$ cat src/rtl/ps2_note_scheduler.sv
// ----------------------------------------------------------------------------
// ps2_note_scheduler
//
// Turns the PS/2 receiver byte stream into key events and note commands.
// A prefix decoder folds E0 (extended) and F0 (break) prefixes into the next
// scancode. Non-extended makes/breaks maintain a last-pressed-wins stack of
// held keys whose top drives the tone generator. An optional hold counter
// keeps the note audible for a minimum time after every push.
//
// Optional feature macro: NOTE_MIN_HOLD_EN (minimum note_on hold counter).
//
// Ports:
//   CLOCK_50    in   system clock, all state on the rising edge
//   resetn      in   asynchronous active-low reset
//   ps2_data    in   [7:0] byte from the PS/2 receiver
//   ps2_valid   in   one-cycle strobe qualifying ps2_data
//   note_code   out  [7:0] scancode of the note to play
//   note_on     out  audio enable
//   key_event   out  one-cycle strobe per completed key event
//   key_code    out  [7:0] scancode of the last event
//   key_release out  last event was a break
//   key_ext     out  last event was E0-extended
// ----------------------------------------------------------------------------
module ps2_note_scheduler #(
    parameter int DEPTH         = 4,
    parameter int MIN_ON_CYCLES = 2500000
) (
    input  logic       CLOCK_50,
    input  logic       resetn,
    input  logic [7:0] ps2_data,
    input  logic       ps2_valid,
    output logic [7:0] note_code,
    output logic       note_on,
    output logic       key_event,
    output logic [7:0] key_code,
    output logic       key_release,
    output logic       key_ext
);

    localparam int CW = $clog2(DEPTH + 1);

    typedef enum logic [1:0] {IDLE, EXT, BRK, EXT_BRK} state_t;

    state_t     state_q, state_d;
    logic       ext_f, brk_f, done;

    logic [7:0] stack_q [DEPTH];
    logic [7:0] stack_d [DEPTH];
    logic [CW-1:0] cnt_q, cnt_d;
    logic       push;
    logic       hit;
    int         hit_idx;
    logic [7:0] top_d;
    logic       on_d;

    // ------------------------------------------------------------------
    // Prefix decoder: next state and event completion
    // ------------------------------------------------------------------
    // NOTE: every signal driven here gets a default first so no path
    // leaves it unassigned, which would otherwise infer a latch.
    always_comb begin
        state_d = state_q;
        done    = 1'b0;
        ext_f   = (state_q == EXT) || (state_q == EXT_BRK);
        brk_f   = (state_q == BRK) || (state_q == EXT_BRK);
        if (ps2_valid) begin
            case (ps2_data)
                8'hE0:        state_d = brk_f ? EXT_BRK : EXT;
                8'hF0:        state_d = ext_f ? EXT_BRK : BRK;
                8'h00, 8'hFF: state_d = IDLE;   // receiver error: drop prefixes
                default: begin
                    done    = 1'b1;
                    state_d = IDLE;
                end
            endcase
        end
    end

    // ------------------------------------------------------------------
    // Held-key stack: index 0 is the oldest key, cnt_q-1 is the top
    // ------------------------------------------------------------------
    always_comb begin
        stack_d = stack_q;
        cnt_d   = cnt_q;
        push    = 1'b0;
        hit     = 1'b0;
        hit_idx = 0;
        top_d   = note_code;

        for (int i = 0; i < DEPTH; i++) begin
            if (!hit && i < int'(cnt_q) && stack_q[i] == ps2_data) begin
                hit     = 1'b1;
                hit_idx = i;
            end
        end

        // Extended keys (arrows etc.) are reported but never played.
        if (done && !ext_f) begin
            if (!brk_f && !hit) begin
                push = 1'b1;
                if (int'(cnt_q) == DEPTH) begin
                    // Full: evict the oldest key and push on top.
                    for (int i = 0; i < DEPTH - 1; i++)
                        stack_d[i] = stack_q[i + 1];
                    stack_d[DEPTH-1] = ps2_data;
                end else begin
                    for (int i = 0; i < DEPTH; i++)
                        if (i == int'(cnt_q))
                            stack_d[i] = ps2_data;
                    cnt_d = cnt_q + 1'b1;
                end
            end else if (brk_f && hit) begin
                // Remove the released key, closing the gap toward the bottom.
                for (int i = 0; i < DEPTH - 1; i++)
                    if (i >= hit_idx)
                        stack_d[i] = stack_q[i + 1];
                stack_d[DEPTH-1] = 8'h00;
                cnt_d = cnt_q - 1'b1;
            end
        end

        for (int i = 0; i < DEPTH; i++)
            if (i == int'(cnt_d) - 1)
                top_d = stack_d[i];
    end

    // ------------------------------------------------------------------
    // Note enable, with or without the minimum hold time
    // ------------------------------------------------------------------
`ifdef NOTE_MIN_HOLD_EN
    localparam int HW = $clog2(MIN_ON_CYCLES + 1);

    logic [HW-1:0] hold_q, hold_d;

    always_comb begin
        hold_d = hold_q;
        if (push)
            hold_d = HW'(MIN_ON_CYCLES);
        else if (hold_q != '0)
            hold_d = hold_q - 1'b1;
    end

    assign on_d = (cnt_d != '0) || (hold_d != '0);

    always_ff @(posedge CLOCK_50 or negedge resetn) begin
        if (!resetn) hold_q <= '0;
        else         hold_q <= hold_d;
    end
`else
    assign on_d = (cnt_d != '0);
`endif

    // ------------------------------------------------------------------
    // State and registered outputs
    // ------------------------------------------------------------------
    // NOTE: sequential state uses non-blocking assignments so every
    // register samples the pre-edge values regardless of statement order.
    always_ff @(posedge CLOCK_50 or negedge resetn) begin
        if (!resetn) begin
            state_q     <= IDLE;
            cnt_q       <= '0;
            // NOTE: the stack is only a few bytes, so it is reset along with
            // everything else; entries above cnt_q are never read anyway.
            for (int i = 0; i < DEPTH; i++)
                stack_q[i] <= 8'h00;
            note_code   <= 8'h00;
            note_on     <= 1'b0;
            key_event   <= 1'b0;
            key_code    <= 8'h00;
            key_release <= 1'b0;
            key_ext     <= 1'b0;
        end else begin
            state_q   <= state_d;
            cnt_q     <= cnt_d;
            stack_q   <= stack_d;
            note_code <= top_d;
            note_on   <= on_d;
            key_event <= done;
            if (done) begin
                key_code    <= ps2_data;
                key_release <= brk_f;
                key_ext     <= ext_f;
            end
        end
    end

endmodule

$ cat config.mk
export PLATFORM = sky130hd
export DESIGN_NAME = ps2_note_scheduler
export DESIGN_NICKNAME = d
export VERILOG_FILES = /design/src/rtl/ps2_note_scheduler.sv
export SDC_FILE = /design/constraint.sdc
export NUM_CORES = 1
export LEC_CHECK = 0
export ABC_AREA = 1
export CORE_UTILIZATION = 65
export CTS_CLUSTER_SIZE = 8
export DETAILED_ROUTE_END_ITERATION = 8
export GPL_TIMING_DRIVEN = 0
export PLACE_DENSITY = 0.95
export RECOVER_POWER = 50
export SYNTH_ARGS = -nofsm -noshare
export SYNTH_HDL_FRONTEND = slang
export SYNTH_SLANG_ARGS = --single-unit
$ cat constraint.sdc
create_clock -name CLOCK_50 -period 3.75 [get_ports CLOCK_50]
set_clock_uncertainty 0.05 [all_clocks]
set_input_delay 0.75 -clock CLOCK_50 [delete_from_list [all_inputs] [get_ports CLOCK_50]]
set_output_delay 0.75 -clock CLOCK_50 [all_outputs]
set_load 0.02 [all_outputs]
* Word-level counts from Yosys, hierarchy flattened
Index checks and enable logic that the tools add are counted.
** Word-level totals
- Register bits :: 57
- Input port bits :: 11
- Output and inout port bits :: 20
- Logic and storage cells :: 94
** Cells by class
- Add/subtract/negate cells :: 3
- Magnitude comparators :: 7
- Eq/ne operators :: 17
- Multiplexer cells :: 31
- Reduce and logical (&&, ||, !) cells :: 24
** Operator list (count)
- $mux 32 :: 6
- $mux 8 :: 11
- $eq 8x8->1 :: 4
- $ge 1x32->1 const A :: 1
- $ge 2x32->1 const A :: 1
- $ge 3x32->1 const A :: 1
- $logic_not 32->1 :: 1
- $eq 8x8->1 const B :: 3
- $mux 3 :: 4
- $logic_and 1x1->1 :: 10
- $eq 3x4->1 const A :: 2
- $logic_not 8->1 :: 1
- $mux 1 :: 8
- $eq 3x3->1 const A :: 2
- $logic_not 1->1 :: 6
- $lt 1x3->1 const A :: 2
- $lt 2x3->1 const A :: 2
- $eq 2x2->1 const B :: 2
- $eq 2x4->1 const A :: 1
- $pmux 2 s2 :: 1
- $reduce_bool 4->1 :: 1
- $reduce_or 4->1 :: 1
- $sub 3x1->4 const B :: 1
- $add 3x1->3 const B :: 1
- 8 further kinds :: 9

* Longest topological paths before layout
- Depth after elaboration :: 25
- Gate-level depth with buffers :: 23
- Gate-level depth less buffers :: 21

* Worst setup path after synthesis
OpenSTA, ideal clock, no wires.
- Path type :: input to register
- Start :: input ps2_data[4]
- End :: register note_code[0]
- Library setup time :: 116 ps
- Arrival :: 2480 ps
- Data required time :: 3584 ps
- Setup slack :: 1104 ps
- Stages on the path :: 22
- Cell sequence :: buf_2 inv_2 nand2_1 nand2_1 nor2_1 nand2_1 inv_1 nand2_4 nand2_4 nor2_4 nand3_1 nand2_1 nand3_1 nand2_2 nand2_4 inv_4 nand2_8 buf_6 o21ai_1 inv_1 nand2_1 nand2_1
** Between the ends
- Word-level cells in the longest chain between the ends :: 24
** Ends and longest elaborated chain
- from (decl) :: RTL line 30 : input logic [7:0] ps2_data,
- $eq 8x8->1 :: RTL line 91 : if (!hit && i < int'(cnt_q) && stack_q[i] == ps2_data) begin
- $logic_and 1x1->1 :: RTL line 91
- $mux 1 :: RTL line 91
- $logic_not 1->1 :: RTL line 91
- $logic_and 1x1->1 (2 in series) :: RTL line 91
- $mux 1 :: RTL line 91
- $logic_not 1->1 :: RTL line 91
- $logic_and 1x1->1 (2 in series) :: RTL line 91
- [4 not listed]
- $mux 32 or $mux 1 (tied branches) :: RTL line 91
- $ge 1x32->1, or another cell as far along :: RTL line 115 : if (i >= hit_idx)
- $mux 8, or another cell as far along :: RTL line 115
- $mux 32 or $mux 3 (tied branches) :: RTL line 112, 99
- $mux 32 or $mux 3 (tied branches) :: RTL line 99, 98
- $mux 32 or $sub 3x1->4 (tied branches) :: RTL line 98, 123
- $mux 8 or $eq 2x4->1 (tied branches) :: RTL line 123 : if (i == int'(cnt_d) - 1)
- $mux 8 (3 in series) :: RTL line 123
- to (signal assigned) :: RTL line 176 : note_code <= top_d;
- to (decl) :: RTL line 32 : output logic [7:0] note_code,
Several ways; a longest one is shown, not always the timed one. The select of a mux whose other input is x is not followed.
A chain may end at the register's enable or synchronous reset.

* Worst setup path in the final report
- Start :: input ps2_data[1]
- End :: register note_code[6]
** Between the ends
- Word-level cells in the longest chain between the ends :: 24
** Ends and longest elaborated chain
- $eq 8x8->1 :: RTL line 91
- $logic_and 1x1->1 :: RTL line 91
- $mux 1 :: RTL line 91
- $logic_not 1->1 :: RTL line 91
- $logic_and 1x1->1 (2 in series) :: RTL line 91
- $mux 1 :: RTL line 91
- $logic_not 1->1 :: RTL line 91
- $logic_and 1x1->1 (2 in series) :: RTL line 91
- [5 not listed]
- $logic_and 1x1->1 or $logic_not 1->1 (tied branches) :: RTL line 112, 99
- $mux 3 or $logic_and 1x1->1 (tied branches) :: RTL line 112, 99
- $mux 3 :: RTL line 99 : if (!brk_f && !hit) begin
- $mux 3 (*) :: RTL line 98 : if (done && !ext_f) begin
- named net cnt_d[0] :: RTL line 49 : logic [CW-1:0] cnt_q, cnt_d;
- $sub 3x1->4 (*) :: RTL line 123
- $eq 2x4->1 :: RTL line 123
- $mux 8 (3 in series) :: RTL line 123
Mark *: on every way through the listed nets, which the timed path passes. The rest lies on a longest branch. The select of a mux whose other input is x is not followed.

==> metrics.md <==
| Metric | Value |
|---|---|
| Cts-stage hold buffer count | `0` |
| Placed wire-length estimate | `roughly 11 mm` |
| Post-DR wirelength/cell | `around 18 um` |
| Vias in the first global route | `4,785` |
| Num ports | `31` |
| Delay-heaviest family, CP | `simple AND/OR/NAND/NOR gates` |
| Most common cell on crit path | `nand2_1` |
| Total CTS buffers | `9` |
| CP Data Required Time | `3.98 ns` |
| Nature of the critical path startpoint | `input pin` |
| Die W | `86.6 um` |
| Cell Rows | `30` |
| Seq/Total Area, Yosys | `30.7%` |
| Critical path's slowest cell | `clkdlybuf4s50_1` |
| DRC errors left | `0` |
| First-pass GRT wire length | `24.1 mm` |
| Setup bufs post-CTS | `0` |
| Multi-input gate area | `roughly 2700 um^2` |
| Average cell area after synthesis | `6.32 um^2` |
| Syn_nets | `752` |
| Critical path cell sequence | `clkdlybuf4s50_1 -> inv_2 -> nand2_1 -> nand2_1 -> nor2_1 -> nand3_1 -> nor2_1 -> nor2_1 -> nand2_2 -> nand2_1 -> nand2_1 -> nand3_1 -> nand2_1 -> buf_2 -> nand3_1 -> nand2_2 -> inv_2 -> nand2_1 -> nand3_1 -> nand2_1` |
| Post-layout min period | `3.52 ns` |
| Die Y | `roughly 87 um` |
| Met3 Wirelength | `roughly 2.0 mm` |
| CTS tree | `done` |
| Switching power | `2.27 mW` |
| FF+latch area | `1430 um^2` |
| Diode count | `0` |
| Combinational power share | `60.8%` |
| DR iter-0 viols | `about 740` |
| Worst setup EP type | `flip-flop` |
| Maxcap violations | `1` |
| Leakage Power | `~2.8 nW` |
| Crit-path max FO | `10` |
| Htree depth | `3` |
| RD Place Congestion | `1.03` |
| Hold Vio Cnt, Final | `0` |
| Sw frac | `roughly 52%` |
| Post_cts resized | `0` |
| Reg clk slew, reported paths | `0.06 ns` |
| Worst Path Buf+Inv | `4` |
| Setup TNS | `0 ns` |
| Layout fillers | `560` |
| Max_slew headroom | `-33.6%` |
| P&R area growth vs syn | `11.9%` |
| Clock share of power | `between 10 and 15%` |
| Count of cell types in the netlist | `34` |
| Final-report max-slew violation count | `35` |
| Fmax | `284 MHz` |
| Crit-path max cell delay | `0.70 ns` |
| Core Region | `6870 um^2` |
| Status | `complete, but fails checks` |
| Pin count of the biggest net entering global routing | `35` |
| Critical path arrival | `3.74 ns` |
| Vias | `5,177` |
| 1st-pass router iterations | `8` |
| Failing checks | `max-capacitance violations, max-slew violations` |
| GRT overflow | `0` |
| Initial core utilization | `67.7%` |
| Root Driver | `clkbuf_8` |
| Wl on met1 | `5.86 mm` |
| Clock Latency Late Sink | `0.35 ns` |
| Tcrit/Tclk final | `a little over nine tenths` |
| CTS Sinks | `57` |
| WL met2 | `a little under 7 mm` |
| Pwr dens | `839 nW/um^2` |
| Mapped cell area | `4650 um^2` |
| Min-Delay Path Class | `flip-flop to flip-flop` |
| Via density | `5.94` |
| Yosys warnings | `0` |
| Setup Viol. Count Final | `0` |
| Initial antenna violation count | `0` |
| Peak VDD IR | `around 0.59 mV` |
| Buffers on Ports | `24` |
| RSZ-0062 raised after global routing | `no` |
| Highest metal used | `met4` |
| Routed Antenna Nets | `0` |
| Post-Synthesis Cells | `~740` |
| Slew @ Worst Pin | `2.00 ns` |
| GR Util All Layers | `43.1%` |
| Hold Slack | `0.434 ns` |
| Synth Register Bits | `57` |
| Pint | `between 2 and 2.5 mW` |
| Register share of total power | `25.4%` |
| WS Path Type | `input pin to flip-flop` |
| Drt total wl | `15.3 mm` |
| CTS Buffer Depth | `2` |
| Nets | `788` |
| Share of layout cells above drive strength 1 | `11.6%` |
| Die area | `7490 um^2` |
## metal layers
layer,track usage (%),vias up
met2,62.8,383
met4,25.6,0
met5,0,-
met3,12.9,73
met1,56.7,2311
li1,-,2410
## power by group through the flow
stage	sequential [mW]	combinational, mW	clock, mW
global route	1.13	2.92	0.622
floorplan	1.10	1.85	0
detailed placement	1.10	2.57	0
CTS	1.09	2.59	0.598
global placement	1.09	2.49	0
finish	1.11	2.65	0.604
## area by class of cell
cell class / count / share of cell area, %
multi-input cells: 548 / 51.2
inverters: 102 / 7.65
flip-flops and latches: 57 / 27.4
repair buffers: 25 / 4.57
well taps: 96 / 2.31
plain buffers: 28 / 3.08
clock buffers: 12 / 2.98
clock inverters: 3 / 0.770
## worst register-to-register path, stage by stage, from the launching register on
cell and delay (ns):
dfrtp_1 0.47, inv_1 0.24, ha_1 0.18, buf_2 0.26, nand2_1 0.17, inv_1 0.18
clkbuf_1 0.37, clkbuf_1 0.47, o21ai_0 0.19, nand2_1 0.10, nand3_1 0.13, nand3_1 0.11
nand2_1 0.06, inv_1 0.05, nand2_1 0.04, nand2_1 0.06, nand2_1 0.05
## synth_stat cells
master | number | area share [%]
buf_4 | 3 | 0.48
nand2_2 | 13 | 1.7
nor2_8 | 1 | 0.43
nor2_2 | 4 | 0.54
ha_1 | 6 | 1.6
o22ai_1 | 22 | 3.0
nand2_4 | 9 | 2.2
inv_6 | 1 | 0.19
a21oi_1 | 27 | 2.9
a22oi_1 | 3 | 0.48
xor2_1 | 2 | 0.38
buf_6 | 4 | 0.97
o21ai_0 | 41 | 4.4
inv_2 | 15 | 1.2
inv_1 | 82 | 6.6
or2_2 | 1 | 0.13
inv_4 | 4 | 0.54
o21ai_1 | 10 | 1.1
a211oi_1 | 4 | 0.65
nor3_1 | 1 | 0.11
nor2_1 | 52 | 4.2
nand4_1 | 8 | 1.1
o21a_1 | 5 | 0.81
nand3_2 | 3 | 0.65
or2_1 | 5 | 0.67
dfrtp_1 | 57 | 31
xnor2_1 | 1 | 0.19
nor2_4 | 4 | 0.97
nand2_8 | 1 | 0.43
buf_2 | 11 | 1.2
nand2_1 | 254 | 21
nand3_1 | 69 | 7.4
nand3_4 | 2 | 0.75
clkbuf_1 | 10 | 0.81
## worst paths after layout
kind,startpoint,to,slack [ns],depth (start not counted)
setup / recovery,ps2_data[1],note_code[6],0.23,20
hold / removal,note_code[5],note_code[5],0.43,2
setup reg to reg,cnt_q[0],note_code[0],0.44,16
hold reg to reg,note_code[5],note_code[5],0.43,2
max in group asynchronous,resetn,stack_q[30],0.74,2
min in group asynchronous,resetn,state_q[1],0.90,1
## placed cells by master, fill, tap and decap left out, types with 2 or more instances in the layout
master / count
o21ai_1: 10
xor2_1: 2
nand2_4: 9
nand3_1: 69
inv_1: 82
nand3_2: 3
a22oi_1: 3
buf_2: 11
nand3_4: 2
nor2_1: 52
o21ai_0: 41
inv_4: 4
clkdlybuf4s50_1: 15
o21a_1: 5
a21oi_1: 27
o22ai_1: 22
buf_4: 3
nand4_1: 8
ha_1: 6
or2_1: 5
nand2_1: 254
inv_2: 15
clkbuf_8: 11
clkinv_2: 2
dfrtp_1: 57
clkbuf_1: 13
buf_6: 4
nand2_2: 13
nor2_2: 4
a211oi_1: 4
dlygate4sd3_1: 8
nor2_4: 4
## registers in the layout (all words and copies together), names as in the netlist
signal,flops
stack_q,32
key_code,8
note_code,8
cnt_q,3
state_q,2
key_event,1
key_ext,1
key_release,1
note_on,1
## cell families (layout without fill, tap and decap cells)
group | after synthesis | after routing | share of synthesized area (%)
DFF | 57 | 57 | 30.7
buffers and inverters | 130 | 170 | 12.0
and+or+nand+nor | 427 | 427 | 41.8
xor gates and xnor gates | 3 | 3 | 0.565
AOI/OAI and AO/OA | 112 | 112 | 13.3
adders and majority gates | 6 | 6 | 1.62
## per-stage QoR
step	setup WS (ns)	instance area, um^2	util (%)	instances	power, mW
after floorplan	1.10	4650	-	735	2.95
after global routing	0.0803	5200	75.7	871	4.68
after detailed placement	0.0179	5030	73.2	856	3.67
after CTS	0.352	5230	76.1	871	4.28
final	0.235	5200	75.7	871	4.36
after global placement	0.0766	5010	72.9	855	3.58
(Power assumes the default switching activity.)
